File: src/rtl/uart_pkg.sv
// rtl/uart_pkg.sv - shared types and register constants for mmio_uart_tx
package uart_pkg;

    typedef enum logic [2:0] {
        IDLE,
        START,
        DATA,
        PARITY,
        STOP
    } uart_state_t;

    localparam logic [1:0] UART_TXDATA = 2'd0;
    localparam logic [1:0] UART_STATUS = 2'd1;
    localparam logic [1:0] UART_DIV    = 2'd2;

    localparam int ST_BUSY    = 0;
    localparam int ST_FULL    = 1;
    localparam int ST_EMPTY   = 2;
    localparam int ST_OVF     = 3;
    localparam int ST_CNT_LSB = 4;
    localparam int ST_PAR     = 8;

endpackage

File: src/rtl/sync_fifo.sv
// rtl/sync_fifo.sv - synchronous FIFO with occupancy count, push rejected when full
module sync_fifo #(
    parameter int WIDTH = 8,
    parameter int DEPTH = 8
) (
    input  logic                   clk,
    input  logic                   rst,
    input  logic                   push,
    input  logic                   pop,
    input  logic [WIDTH-1:0]       din,
    output logic [WIDTH-1:0]       dout,
    output logic                   full,
    output logic                   empty,
    output logic [$clog2(DEPTH):0] count
);

    localparam int AW = $clog2(DEPTH);

    logic [WIDTH-1:0] mem [DEPTH];
    logic [AW-1:0]    wr_ptr;
    logic [AW-1:0]    rd_ptr;
    logic             do_push;
    logic             do_pop;

    // Full is judged on the registered count, so a push into a full FIFO is
    // refused even when a pop frees a slot on the same edge.
    assign full    = (count == (AW + 1)'(DEPTH));
    assign empty   = (count == '0);
    assign do_push = push & ~full;
    assign do_pop  = pop & ~empty;
    assign dout    = mem[rd_ptr];

    // Storage array, no reset needed since reads are gated by count.
    always_ff @(posedge clk) begin
        if (do_push) begin
            mem[wr_ptr] <= din;
        end
    end

    // Pointers wrap naturally at the power-of-two depth; count carries the extra bit.
    always_ff @(posedge clk) begin
        if (rst) begin
            wr_ptr <= '0;
            rd_ptr <= '0;
            count  <= '0;
        end else begin
            if (do_push) wr_ptr <= wr_ptr + 1'b1;
            if (do_pop)  rd_ptr <= rd_ptr + 1'b1;
            case ({do_push, do_pop})
                2'b10:   count <= count + 1'b1;
                2'b01:   count <= count - 1'b1;
                default: count <= count;
            endcase
        end
    end

endmodule

File: src/rtl/mmio_uart_tx.sv
// rtl/mmio_uart_tx.sv - memory-mapped 8N1 UART transmitter; UART_PARITY_EN adds an even parity bit
module mmio_uart_tx
    import uart_pkg::*;
#(
    parameter logic [31:0] BASE_ADDR  = 32'h1000_0000,
    parameter int          DIV_RESET  = 434,
    parameter int          FIFO_DEPTH = 8
) (
    input  logic        clk,
    input  logic        rst,
    input  logic [31:0] addr,
    input  logic [31:0] wdata,
    input  logic        we,
    output logic        sel,
    output logic [31:0] rdata,
    output logic        tx
);

    localparam int CW = $clog2(FIFO_DEPTH) + 1;

`ifdef UART_PARITY_EN
    localparam logic        PAR_EN     = 1'b1;
    localparam uart_state_t AFTER_DATA = PARITY;
`else
    localparam logic        PAR_EN     = 1'b0;
    localparam uart_state_t AFTER_DATA = STOP;
`endif

    uart_state_t   state;
    logic [7:0]    shreg;
    logic [15:0]   reload;
    logic [15:0]   timer;
    logic [2:0]    bit_idx;
    logic [15:0]   div;
    logic          overflow;

    logic [1:0]    offset;
    logic          wr_en;
    logic          push_req;
    logic          ovf_clr;
    logic          pop;
    logic          timer_done;
    logic          line_bit;
    logic [7:0]    fifo_dout;
    logic          fifo_full;
    logic          fifo_empty;
    logic [CW-1:0] fifo_count;
    logic [31:0]   cnt_ext;
    logic [3:0]    cnt_sat;
    logic [31:0]   status_word;
    logic          unused_bits;

    assign sel        = (addr[31:4] == BASE_ADDR[31:4]);
    assign offset     = addr[3:2];
    assign wr_en      = we & sel;
    assign push_req   = wr_en & (offset == UART_TXDATA);
    assign ovf_clr    = wr_en & (offset == UART_STATUS) & wdata[3];
    assign timer_done = (timer == 16'd0);
    assign pop        = ~fifo_empty & ((state == IDLE) | ((state == STOP) & timer_done));
    assign cnt_ext    = 32'(fifo_count);
    assign cnt_sat    = (cnt_ext > 32'd15) ? 4'hF : cnt_ext[3:0];
    assign unused_bits = ^{addr[1:0], wdata[31:16]};

    sync_fifo #(
        .WIDTH (8),
        .DEPTH (FIFO_DEPTH)
    ) u_fifo (
        .clk   (clk),
        .rst   (rst),
        .push  (push_req),
        .pop   (pop),
        .din   (wdata[7:0]),
        .dout  (fifo_dout),
        .full  (fifo_full),
        .empty (fifo_empty),
        .count (fifo_count)
    );

    // Status word assembled from live FSM and FIFO state.
    always_comb begin
        status_word              = '0;
        status_word[ST_BUSY]     = (state != IDLE);
        status_word[ST_FULL]     = fifo_full;
        status_word[ST_EMPTY]    = fifo_empty;
        status_word[ST_OVF]      = overflow;
        status_word[ST_CNT_LSB +: 4] = cnt_sat;
        status_word[ST_PAR]      = PAR_EN;
    end

    // Combinational register read, zero outside the window and for TXDATA/reserved.
    always_comb begin
        rdata = '0;
        if (sel) begin
            case (offset)
                UART_STATUS: rdata = status_word;
                UART_DIV:    rdata = {16'd0, div};
                default:     rdata = '0;
            endcase
        end
    end

    // Divider and sticky overflow; a set wins over a clear on the same edge.
    always_ff @(posedge clk) begin
        if (rst) begin
            div      <= 16'(DIV_RESET);
            overflow <= 1'b0;
        end else begin
            if (wr_en && (offset == UART_DIV)) begin
                div <= (wdata[15:0] == 16'd0) ? 16'd1 : wdata[15:0];
            end
            overflow <= (push_req & fifo_full) | (overflow & ~ovf_clr);
        end
    end

    // Level the line should carry for the current state; tx lags it by one register.
    always_comb begin
        line_bit = 1'b1;
        case (state)
            START:   line_bit = 1'b0;
            DATA:    line_bit = shreg[bit_idx];
            PARITY:  line_bit = ^shreg;
            default: line_bit = 1'b1;
        endcase
    end

    // Frame sequencer: each state lasts reload cycles, divider latched per frame.
    always_ff @(posedge clk) begin
        if (rst) begin
            state   <= IDLE;
            shreg   <= '0;
            reload  <= 16'(DIV_RESET);
            timer   <= '0;
            bit_idx <= '0;
            tx      <= 1'b1;
        end else begin
            tx <= line_bit;
            case (state)
                IDLE: begin
                    if (!fifo_empty) begin
                        shreg   <= fifo_dout;
                        reload  <= div;
                        timer   <= div - 16'd1;
                        bit_idx <= '0;
                        state   <= START;
                    end
                end
                START: begin
                    if (timer_done) begin
                        timer <= reload - 16'd1;
                        state <= DATA;
                    end else begin
                        timer <= timer - 16'd1;
                    end
                end
                DATA: begin
                    if (timer_done) begin
                        timer <= reload - 16'd1;
                        if (bit_idx == 3'd7) begin
                            state <= AFTER_DATA;
                        end else begin
                            bit_idx <= bit_idx + 3'd1;
                        end
                    end else begin
                        timer <= timer - 16'd1;
                    end
                end
                PARITY: begin
                    if (timer_done) begin
                        timer <= reload - 16'd1;
                        state <= STOP;
                    end else begin
                        timer <= timer - 16'd1;
                    end
                end
                STOP: begin
                    if (timer_done) begin
                        if (!fifo_empty) begin
                            shreg   <= fifo_dout;
                            reload  <= div;
                            timer   <= div - 16'd1;
                            bit_idx <= '0;
                            state   <= START;
                        end else begin
                            state <= IDLE;
                        end
                    end else begin
                        timer <= timer - 16'd1;
                    end
                end
                default: state <= IDLE;
            endcase
        end
    end

endmodule
File: config.mk
export PLATFORM = sky130hd
export DESIGN_NAME = mmio_uart_tx
export DESIGN_NICKNAME = d
export VERILOG_FILES = /design/src/rtl/uart_pkg.sv /design/src/rtl/sync_fifo.sv /design/src/rtl/mmio_uart_tx.sv
export SDC_FILE = /design/constraint.sdc
export NUM_CORES = 1
export LEC_CHECK = 0
export BUFFER_PORTS_ARGS = -buffer_cell sky130_fd_sc_hd__buf_2
export CORE_MARGIN = 4
export CORE_UTILIZATION = 58
export DETAILED_ROUTE_END_ITERATION = 16
export GPL_TIMING_DRIVEN = 1
export HOLD_SLACK_MARGIN = 0.1
export PLACE_DENSITY_LB_ADDON = 0.08
export SYNTH_ARGS = -nofsm -noshare
export SYNTH_HDL_FRONTEND = slang
export SYNTH_HIERARCHICAL = 1
export SYNTH_SLANG_ARGS = --single-unit
export TNS_END_PERCENT = 5
File: constraint.sdc
create_clock -name clk -period 6.2 [get_ports clk]
set_clock_uncertainty 0.1 [all_clocks]
set_input_delay 1.24 -clock clk [delete_from_list [all_inputs] [get_ports clk]]
set_output_delay 1.24 -clock clk [all_outputs]
set_load 0.02 [all_outputs]
==> results_dict.tcl, run 1 <==
set metrics [dict create \
    outcome "complete, no violations" \
    cts_max_level 4 \
    clock-sinks 141 \
    tightest_slew_ns 0.9063 \
    final_max_slew_viol_count 0 \
    grt_pass1_wl_mm 30.16 \
    cts.path.max_buffers 2 \
    drt-total-wl_mm 19.25 \
    maxCapViolCount 0 \
    dr.pass1.iters 5 \
    clk_latency_ns 0.42 \
    synth_edf_count 64 \
    fin_hold_ws_ns 0.3822 \
    postCtsHoldBufs 0 \
    core-area_um2 13240 \
    setup_viol 0 \
    ant_nets 0 \
    final_cell_mix "nor2_1 (86), nand2_1 (86), dfxtp_1 (77), buf_2 (66), edfxtp_1 (64)" \
    synth.distinct_cells 72 \
    post-cts-setup-buffers 0 \
    multi_input_area_um2 3961 \
    fill_cells 1094 \
    slew_headroom_pct 39.50 \
    synthCells 795 \
    register_area_um2 3463 \
    final_net_count 915 \
    dp_hpwl_mm 13.44 \
    irDropWorstVdd_mv 0.2392 \
    hold_violations 0 \
    syn_area_um2 7814 \
    fin_setup_tns_ns 0 \
    port-buffer-count 66 \
    row_count 42 \
    worstPathRequired_ns 6.45 \
    fp.dieArea_um2 15390 \
    area_growth_pct 11.32 \
    clk_pin_slew_ns 0.06 \
    drc 0 \
    place.gp.congestion 0.8784 \
    rsz0062_at_grt "no" \
    hold_class "register to register" \
    drive_above_1_share_pct 16.55 \
    period_share_pct 76.57 \
    startpoint_type "register" \
    crit_chain "inv_1, ha_1, nor4b_4, nand4_1, buf_4, nand2_1, nand2_1, inv_2, o41a_1, ha_1, xor2_1, ha_1, a21oi_1, xor2_1, or3_1, a21oi_1" \
    routedWlPerCell_um 18.84 \
    antenna_found_initial 0 \
    io_pins 101 \
    post_cts_resized 0 \
    synth.ff_latch_count 141 \
    synth_seq_area_share_pct 44.32 \
    cts_tree "yes" \
    via_per_inst 6.133 \
    min_period_ns 4.748 \
    cp-end-kind "register" \
    crit_type "register to register" \
    syn_avg_cell_area_um2 9.829 \
    die_h_um 124.1 \
    cpPeakStageDelay_ns 0.59 \
    async_flop_share_pct 0 \
    grt_overflow 0 \
    critical_path_arrival_ns 5.00 \
    cp_slowest_cell "inv_2" \
    grt_use_total_pct 25.59 \
    grt_max_degree 57 \
    diodes 0 \
    numCtsBuffers 17 \
    die_w_um 124.1 \
    drt_iter0_drc 561 \
    grt_pass1_vias 5989 \
    fmaxAchievable_mhz 210.6 \
    pwr_density_cell_nw_per_um2 234.6 \
    cts-root-buf "clkbuf_16" \
    cellLeakagePower_nw 3.164 \
    yosys_warnings 6 \
    initial_utilization_pct 59.00 \
    vias 6268 \
    yosys_most_used_dff "dfxtp_1" \
    cpMostUsedCell "ha_1" \
    crit_path_max_fanout 25 \
]
[report_power, final]
part	switching [mW]	internal, mW
logic	0.0365	0.0150
clock network	0.421	0.598
registers	0.00000253	0.970
total	0.458	1.58
[worst max-delay path, delay by kind of cell, from the launching register on]
kind                       cells  cell delay (ns)
xor gates and xnor gates       2             0.36
and+or+nand+nor                5             1.43
buffers and inverters          3             0.99
DFF                            1             0.41
AOI/OAI and AO/OA              3             0.61
adders and majority gates      3             0.75
[cells by family (layout without fill, tap and decap cells)]
kind of cell / after synthesis / count (layout) / share of synthesized area [%]
and+or+nand+nor: 308 / 308 / 20.40
adders and majority gates: 14 / 14 / 2.242
xor gates and xnor gates: 48 / 48 / 5.380
muxes: 45 / 45 / 9.688
other: 1 / 16 / 0.04799
buffers and inverters: 91 / 127 / 5.781
AOI/OAI and AO/OA: 147 / 147 / 12.14
DFF: 141 / 141 / 44.32
[metal layers]
layer	vias to the layer above	wire (um)	track usage, %
met3	47	913	5.041
met4	0	488	10.40
met5	-	0	0
li1	2973	-	-
met1	3033	7956	32.30
met2	215	9894	43.21
[cell type report]
cell class,count,share of cell area [%]
Tap cell,176,2.532
Clock inverter,14,1.784
Clock buffer,17,4.891
Multi-Input combinational cell,578,45.54
Timing Repair Buffer,74,4.488
Inverter,22,0.9494
Sequential cell,141,39.82
[registers in the layout, indices dropped and copies added (netlist names), named ones only]
name	cells
div	16
overflow	1
u_fifo/count	4
timer	16
shreg	8
state	3
reload	16
u_fifo/mem	64
tx	1
u_fifo/rd_ptr	3
u_fifo/wr_ptr	3
bit_idx	3
[path summary, 6_finish.rpt]
path	startpoint	endpoint	slack, ns	depth (start not counted)
worst max-delay path	timer[0]	u_fifo/count[2]	1.45	16
worst min-delay path	shreg[4]	shreg[4]	0.38	2
worst max register to register	timer[0]	u_fifo/count[2]	1.45	16
worst min register to register	shreg[4]	shreg[4]	0.38	2
[synth_stat cells, drive strengths merged, types with 22 or more instances]
| master | count | area share (%) |
|---|---|---|
| nand2 | 87 | 4.2 |
| nor2 | 87 | 4.2 |
| dfxtp | 77 | 20 |
| edfxtp | 64 | 25 |
| a21oi | 49 | 3.1 |
| buf | 37 | 3.2 |
| clkbuf | 32 | 1.5 |
| xnor2 | 31 | 3.5 |
| o21ai | 29 | 1.9 |
| nor4 | 24 | 2.5 |
| inv | 22 | 1.1 |
| nor3 | 22 | 1.6 |
[metrics by stage]
step / setup slack (ns) / cell area (um2) / cells / utilization, % / power [mW]
finish: 1.452 / 8698 / 1022 / 65.68 / 2.041
detailed placement: 1.564 / 8118 / 991 / 61.30 / 1.041
floorplan: 2.136 / 7870 / 810 / - / 1.020
CTS: 1.513 / 8698 / 1022 / 65.68 / 2.053
global placement: 1.688 / 8118 / 991 / 61.30 / 1.039
global route: 1.148 / 8698 / 1022 / 65.68 / 2.100
Power figures use the tool's default switching activity.
==> inputs of run 2 (changes only) <==
--- a/config.mk
+++ b/config.mk
@@ -7,7 +7,7 @@
 export LEC_CHECK = 0
 export BUFFER_PORTS_ARGS = -buffer_cell sky130_fd_sc_hd__buf_2
 export CORE_MARGIN = 4
-export CORE_UTILIZATION = 58
+export CORE_UTILIZATION = 53
 export DETAILED_ROUTE_END_ITERATION = 16
 export GPL_TIMING_DRIVEN = 1
 export HOLD_SLACK_MARGIN = 0.1
==> constraint.sdc (replaced) <==
create_clock -name clk -period 4.34 [get_ports clk]
set_clock_uncertainty 0.1 [all_clocks]
set_input_delay 0.868 -clock clk [delete_from_list [all_inputs] [get_ports clk]]
set_output_delay 0.868 -clock clk [all_outputs]
set_load 0.02 [all_outputs]
==> run 2 against run 1 <==
Against the previous run:
- die area increased by 8.8%
- hold slack got worse by 0.014 ns
- cell area increased by 0.76%
- routed wire length increased by 1.2%
- cell count increased by 1.5%
- core utilization decreased by 5.2 points
- flip-flop and latch count unchanged
- non-clock buffer count increased by 6
- clock-buffer cell count unchanged
- critical path depth decreased by 1
- critical endpoint unchanged
- largest power group unchanged
==> results_dict.tcl, run 2 (synthesis results as in run 1) <==
set metrics [dict create \
    r2r_start "timer[0]" \
    top_layer "met4" \
    wl_met3_mm 1.043 \
    cts_tree "yes" \
    post-cts-setup-buffers 0 \
    cts-root-buf "clkbuf_16" \
    drt-total-wl_mm 19.48 \
    fp.dieArea_um2 16750 \
    vias 6211 \
    post_cts_resized 0 \
    grt_pass1_vias 5982 \
    grt_overflow 0 \
    ant_nets 0 \
    maxCapViolCount 0 \
    fmaxAchievable_mhz 274.6 \
    port-buffer-count 66 \
    pwr_density_cell_nw_per_um2 333.4 \
    final_cell_mix "nor2_1 (86), nand2_1 (86), dfxtp_1 (77), buf_2 (66), edfxtp_1 (64)" \
    routedWlPerCell_um 18.78 \
    wl_met1_mm 8.145 \
    grt_use_total_pct 23.90 \
    dr.pass1.iters 7 \
    setup_viol 0 \
    clock-sinks 141 \
    cp-end-kind "register" \
    hold-path-endpoint "reload[15]" \
    row_count 44 \
    die_w_um 129.4 \
    ff2ff_path_depth 15 \
    period_share_pct 83.90 \
    drive_above_1_share_pct 17.23 \
    outcome "complete, no violations" \
    io_pins 101 \
    grt_pass1_wl_mm 30.97 \
    regMostFlops "u_fifo/mem" \
    rsz0062_at_grt "no" \
    irDropWorstVdd_mv 0.3117 \
    route.met2.wl_mm 9.753 \
    initial_utilization_pct 53.97 \
    clk_pin_slew_ns 0.07 \
    final_net_count 921 \
    slew_headroom_pct 37.40 \
    holdPathStages 2 \
    final_max_slew_viol_count 0 \
    fin_setup_tns_ns 0 \
    dp_hpwl_mm 13.62 \
    core-area_um2 14480 \
    hold_violations 0 \
    place.gp.congestion 0.9369 \
    power_mw 2.922 \
    clk_latency_ns 0.43 \
    worstPathRequired_ns 4.60 \
    via_per_inst 5.989 \
    cellLeakagePower_nw 3.204 \
    antenna_found_initial 0 \
    area_growth_pct 12.17 \
    tightest_slew_ns 0.9377 \
    hold_start "reload[15]" \
    crit_type "register to register" \
    crit_path_max_fanout 8 \
    postCtsHoldBufs 0 \
    grt_max_degree 45 \
    cts.path.max_buffers 2 \
    critical_path_arrival_ns 3.90 \
    worst-r2r-setup-slack_ns 0.70 \
    startpoint_type "register" \
    drc 0 \
    r2r-end "u_fifo/count[2]" \
    fill_cells 1217 \
    die_h_um 129.4 \
    largest_reg_flops 64 \
    drt_iter0_drc 594 \
    diodes 0 \
    numCtsBuffers 17 \
    dp.cells 1005 \
    fin_cells 1037 \
    hold_class "register to register" \
    min_period_ns 3.641 \
    cts_max_level 4 \
]
[run 2: cell types whose count changed in the layout (fill, tap and decap cells not counted)]
cell        before  now
inv_6            8    4
bufinv_16        2    1
inv_8            0    6
buf_4            8   14
clkinvlp_4       1    0
clkinv_8         0    1
[run 2: metrics by stage]
stage	utilization (%)	worst slack [ns]	hold slack (ns)	instance area [um2]
after global routing	60.53	0.4640	0.3970	8765
after floorplan	-	0.7756	0.3481	7870
after detailed placement	56.45	0.6233	0.3616	8173
after global placement	56.45	0.7083	0.3617	8173
final	60.53	0.6989	0.3679	8765
after CTS	60.53	0.7166	0.3701	8765
[run 2: how the worst max path moves through the flow]
stage	start	end	slack, ns
after detailed placement	addr[27]	u_fifo/count[2]	0.62
after CTS	timer[0]	u_fifo/count[2]	0.72
after global routing	timer[0]	u_fifo/count[2]	0.46
final	timer[0]	u_fifo/count[2]	0.70
after global placement	addr[5]	u_fifo/mem[2][1]	0.71
after floorplan	addr[27]	u_fifo/count[3]	0.78
[run 2: area by class of cell]
type                            instances  area (um2)  share of cell area (%)
Multi-Input combinational cell        578        3961                   45.20
Sequential cell                       141        3463                   39.51
Timing Repair Buffer                   80       435.4                   4.968
Clock buffer                           17       425.4                   4.854
Tap cell                              184       230.2                   2.627
Clock inverter                         15       166.4                   1.899
Inverter                               22       82.58                  0.9422
[run 2: where the power goes]
group	leakage, nW	internal [mW]	switching, mW
logic	1.71	0.0212	0.0517
registers	1.20	1.39	0.00000356
clock network	0.295	0.821	0.642
[run 2: worst max-delay path: stages, from the launching register on]
cell	delay [ns]
dfxtp_1	0.40
inv_1	0.15
ha_1	0.30
nor4b_4	0.36
nand4_1	0.17
nand2_1	0.22
nand2_1	0.15
inv_2	0.11
o41a_1	0.29
ha_1	0.31
xor2_1	0.17
ha_1	0.16
a21oi_1	0.05
xor2_1	0.17
or3_1	0.31
a21oi_1	0.15
[run 2: per-layer routing]
layer	global-route usage [%]	vias up
li1	-	2973
met1	30.70	2963
met2	40.12	228
met3	5.029	47
met4	8.680	0
met5	0	-
==> inputs of run 3 (changes only) <==
--- a/config.mk
+++ b/config.mk
@@ -5,6 +5,7 @@
 export SDC_FILE = /design/constraint.sdc
 export NUM_CORES = 1
 export LEC_CHECK = 0
+export ABC_AREA = 1
 export BUFFER_PORTS_ARGS = -buffer_cell sky130_fd_sc_hd__buf_2
 export CORE_MARGIN = 4
 export CORE_UTILIZATION = 53
==> constraint.sdc (replaced) <==
create_clock -name clk -period 3.34 [get_ports clk]
set_clock_uncertainty 0.1 [all_clocks]
set_input_delay 0.668 -clock clk [delete_from_list [all_inputs] [get_ports clk]]
set_output_delay 0.668 -clock clk [all_outputs]
set_load 0.02 [all_outputs]
==> run 3 against run 2 <==
Against the previous run:
- clock power up 27%
- sequential power grew 38%
- hold slack got worse by 0.0036 ns
- cell count grew 33%
- critical path depth grew 4
- global-route usage fell by 1.7 points
- sequential share of layout area shrank 1.6 points
- worst setup slack worse by 0.12 ns
- fmax increased by 32%
- via count grew 17%
- critical endpoint unchanged
- highest routed layer unchanged
==> results_dict.tcl, run 3 <==
set metrics [dict create \
    syn_area_um2 8152 \
    cts-root-buf "clkbuf_16" \
    hold_class "register to register" \
    via_per_inst 5.262 \
    cp_slowest_cell "dfxtp_1" \
    p_int_mw 3.354 \
    rsz0062_at_grt "no" \
    regMostFlops "u_fifo/mem" \
    yosysMostFrequentCell "nand2_1" \
    grt_pass1_vias 6312 \
    period_share_pct 82.79 \
    fin_setup_tns_ns 0 \
    diodes 0 \
    placed_area_um2 8552 \
    numCtsBuffers 17 \
    grt_overflow 0 \
    drc 0 \
    post_cts_resized 0 \
    multi_input_area_um2 3921 \
    clk_latency_ns 0.43 \
    row_count 45 \
    layout_commonest_cell "nand2_1" \
    switchingPower_mw 1.890 \
    fp.dieArea_um2 17430 \
    place.gp.congestion 0.9007 \
    cpPeakStageDelay_ns 0.33 \
    synth_area_leader_cell "edfxtp_1" \
    synthTopCellsByCount "nand2_1 (247), nor2_1 (181), inv_1 (121)" \
    cts.path.max_buffers 2 \
    switching_share_pct 36.04 \
    syn_avg_cell_area_um2 7.350 \
    ant_nets 0 \
    final_net_count 1257 \
    fmaxAchievable_mhz 361.6 \
    yosys_most_used_dff "dfxtp_1" \
    startpoint_type "register" \
    die_w_um 132.0 \
    cp_top_family "simple AND/OR/NAND/NOR gates" \
    hold_violations 0 \
    synth.distinct_cells 48 \
    synth.ff_latch_count 141 \
    irDropWorstVdd_mv 0.3530 \
    worstPathRequired_ns 3.56 \
    outcome "complete, no violations" \
    tightest_slew_ns 0.6448 \
    combinationalPowerShare_pct 28.0 \
    crit_type "register to register" \
    antenna_found_initial 0 \
    grt_use_total_pct 22.22 \
    routedWlPerCell_um 14.09 \
    crit_path_max_fanout 13 \
    cp-end-kind "register" \
    p_clk_share_pct 35.3 \
    fill_cells 1387 \
    min_period_ns 2.765 \
    die_h_um 132.0 \
    port-buffer-count 66 \
    dr.pass1.iters 5 \
    dp_hpwl_mm 14.00 \
    synthCells 1109 \
    final_max_slew_viol_count 0 \
    async_flop_share_pct 0 \
    io_pins 101 \
    setup_slack_ns 0.5748 \
    core-area_um2 15150 \
    setup_viol 0 \
    seqPwrFrac_pct 36.7 \
    slew_headroom_pct 56.75 \
    crit_chain "inv_1, ha_1, nand2_1, nor2_4, nand2_4, nand2_2, nand2_2, clkinv_4, nand2_2, inv_1, ha_1, nand2_1, inv_1, nor2_1, ha_1, a21oi_1, xnor2_1, o21ai_0, inv_1" \
    post-cts-setup-buffers 0 \
    yosys_warnings 6 \
    clock-sinks 141 \
    area_growth_pct 12.11 \
    drive_above_1_share_pct 12.62 \
    drt_iter0_drc 608 \
    cts_max_level 4 \
    cts_tree "yes" \
    largest_reg_flops 64 \
    vias 7246 \
    pwr_density_cell_nw_per_um2 573.8 \
    final_cell_mix "nand2_1 (247), nor2_1 (181), inv_1 (121), o21ai_0 (77), dfxtp_1 (77)" \
    crit_buf_inv 5 \
    initial_utilization_pct 53.82 \
    cpMostUsedCell "inv_1" \
    grt_pass1_wl_mm 31.42 \
    place_ws_ns 0.3991 \
    synth_edf_count 64 \
    synth_seq_area_share_pct 42.49 \
    cellLeakagePower_nw 4.059 \
    postCtsHoldBufs 0 \
    synthTopCellsByArea "edfxtp_1 (24%), dfxtp_1 (19%), nand2_1 (11%)" \
    fin_hold_ws_ns 0.3642 \
    drt-total-wl_mm 19.40 \
    synth_top_cell_area_share_pct 23.58 \
    maxCapViolCount 0 \
    fin_area_um2 9139 \
    grt_max_degree 50 \
    power_mw 5.244 \
    register_area_um2 3463 \
    critical_path_arrival_ns 2.99 \
    clk_pin_slew_ns 0.06 \
]
==> run 3: cell types whose count changed after synthesis, moves of 15 or more <==
cell      before  now
a22oi_1       16    1
mux4_1        15    0
nor2_1        86  181
clkbuf_1      32   16
nor4_1        20    1
xnor2_1       31   14
o21ai_0       26   77
inv_1         21  121
o21ai_1        3   18
nand2_1       86  247
nand3_1       16   71
==> run 3: worst min-delay path: cells and delay by family (launching register included) <==
family / cells / cell delay [ns]
flops: 1 / 0.31
simple gates: 1 / 0.06
compound gates: 1 / 0.05
==> run 3: stage by stage <==
stage,util [%],std cells
2_1_floorplan,-,1124
3_5_place_dp,56.46,1345
6_report,60.34,1377
5_1_grt,60.34,1377
3_3_place_gp,56.46,1345
4_1_cts,60.34,1377
==> run 3: layer usage <==
layer  part of all wire [%]  vias up  global-route usage [%]
met2                     44      231                   33.87
met3                    7.0       22                   4.427
met4                    1.3        0                   6.359
met5                      0        -                       0
met1                     48     3263                   32.20
li1                       -     3730                       -
==> run 3: final timing paths <==
| path | startpoint | to | slack (ns) | cells after the start |
|---|---|---|---|---|
| worst max-delay path | timer[0] | u_fifo/count[2] | 0.57 | 19 |
| worst min-delay path | overflow | overflow | 0.36 | 2 |
| worst max register to register | timer[0] | u_fifo/count[2] | 0.57 | 19 |
| worst min register to register | overflow | overflow | 0.36 | 2 |
==> run 3: power by group through the flow <==
stage | Clock (mW) | Sequential (mW) | Combinational, mW
2_1_floorplan | 0 | 1.94 | 1.22
3_5_place_dp | 0 | 1.96 | 1.44
4_1_cts | 1.88 | 1.92 | 1.46
3_3_place_gp | 0 | 1.96 | 1.42
5_1_grt | 1.97 | 1.93 | 1.67
6_report | 1.85 | 1.92 | 1.47
==> run 3: area by class of cell <==
class / count / area share, %
inverters: 127 / 5.271
repair buffers: 82 / 4.929
multi-input cells: 807 / 42.91
flip-flops and latches: 141 / 37.90
clock buffers: 18 / 4.806
well taps: 188 / 2.574
clock inverters: 14 / 1.616
==> run 3: cell families (layout without fill, tap and decap cells) <==
family | Yosys count | in the layout | share of synthesized area [%]
DFF | 141 | 141 | 42.49
other | 1 | 16 | 0.04600
buffers and inverters | 176 | 241 | 10.10
muxes | 8 | 8 | 0.9824
AOI/OAI and AO/OA | 168 | 168 | 11.11
xor gates and xnor gates | 25 | 25 | 2.686
and+or+nand+nor | 576 | 576 | 30.44
adders and majority gates | 14 | 14 | 2.149
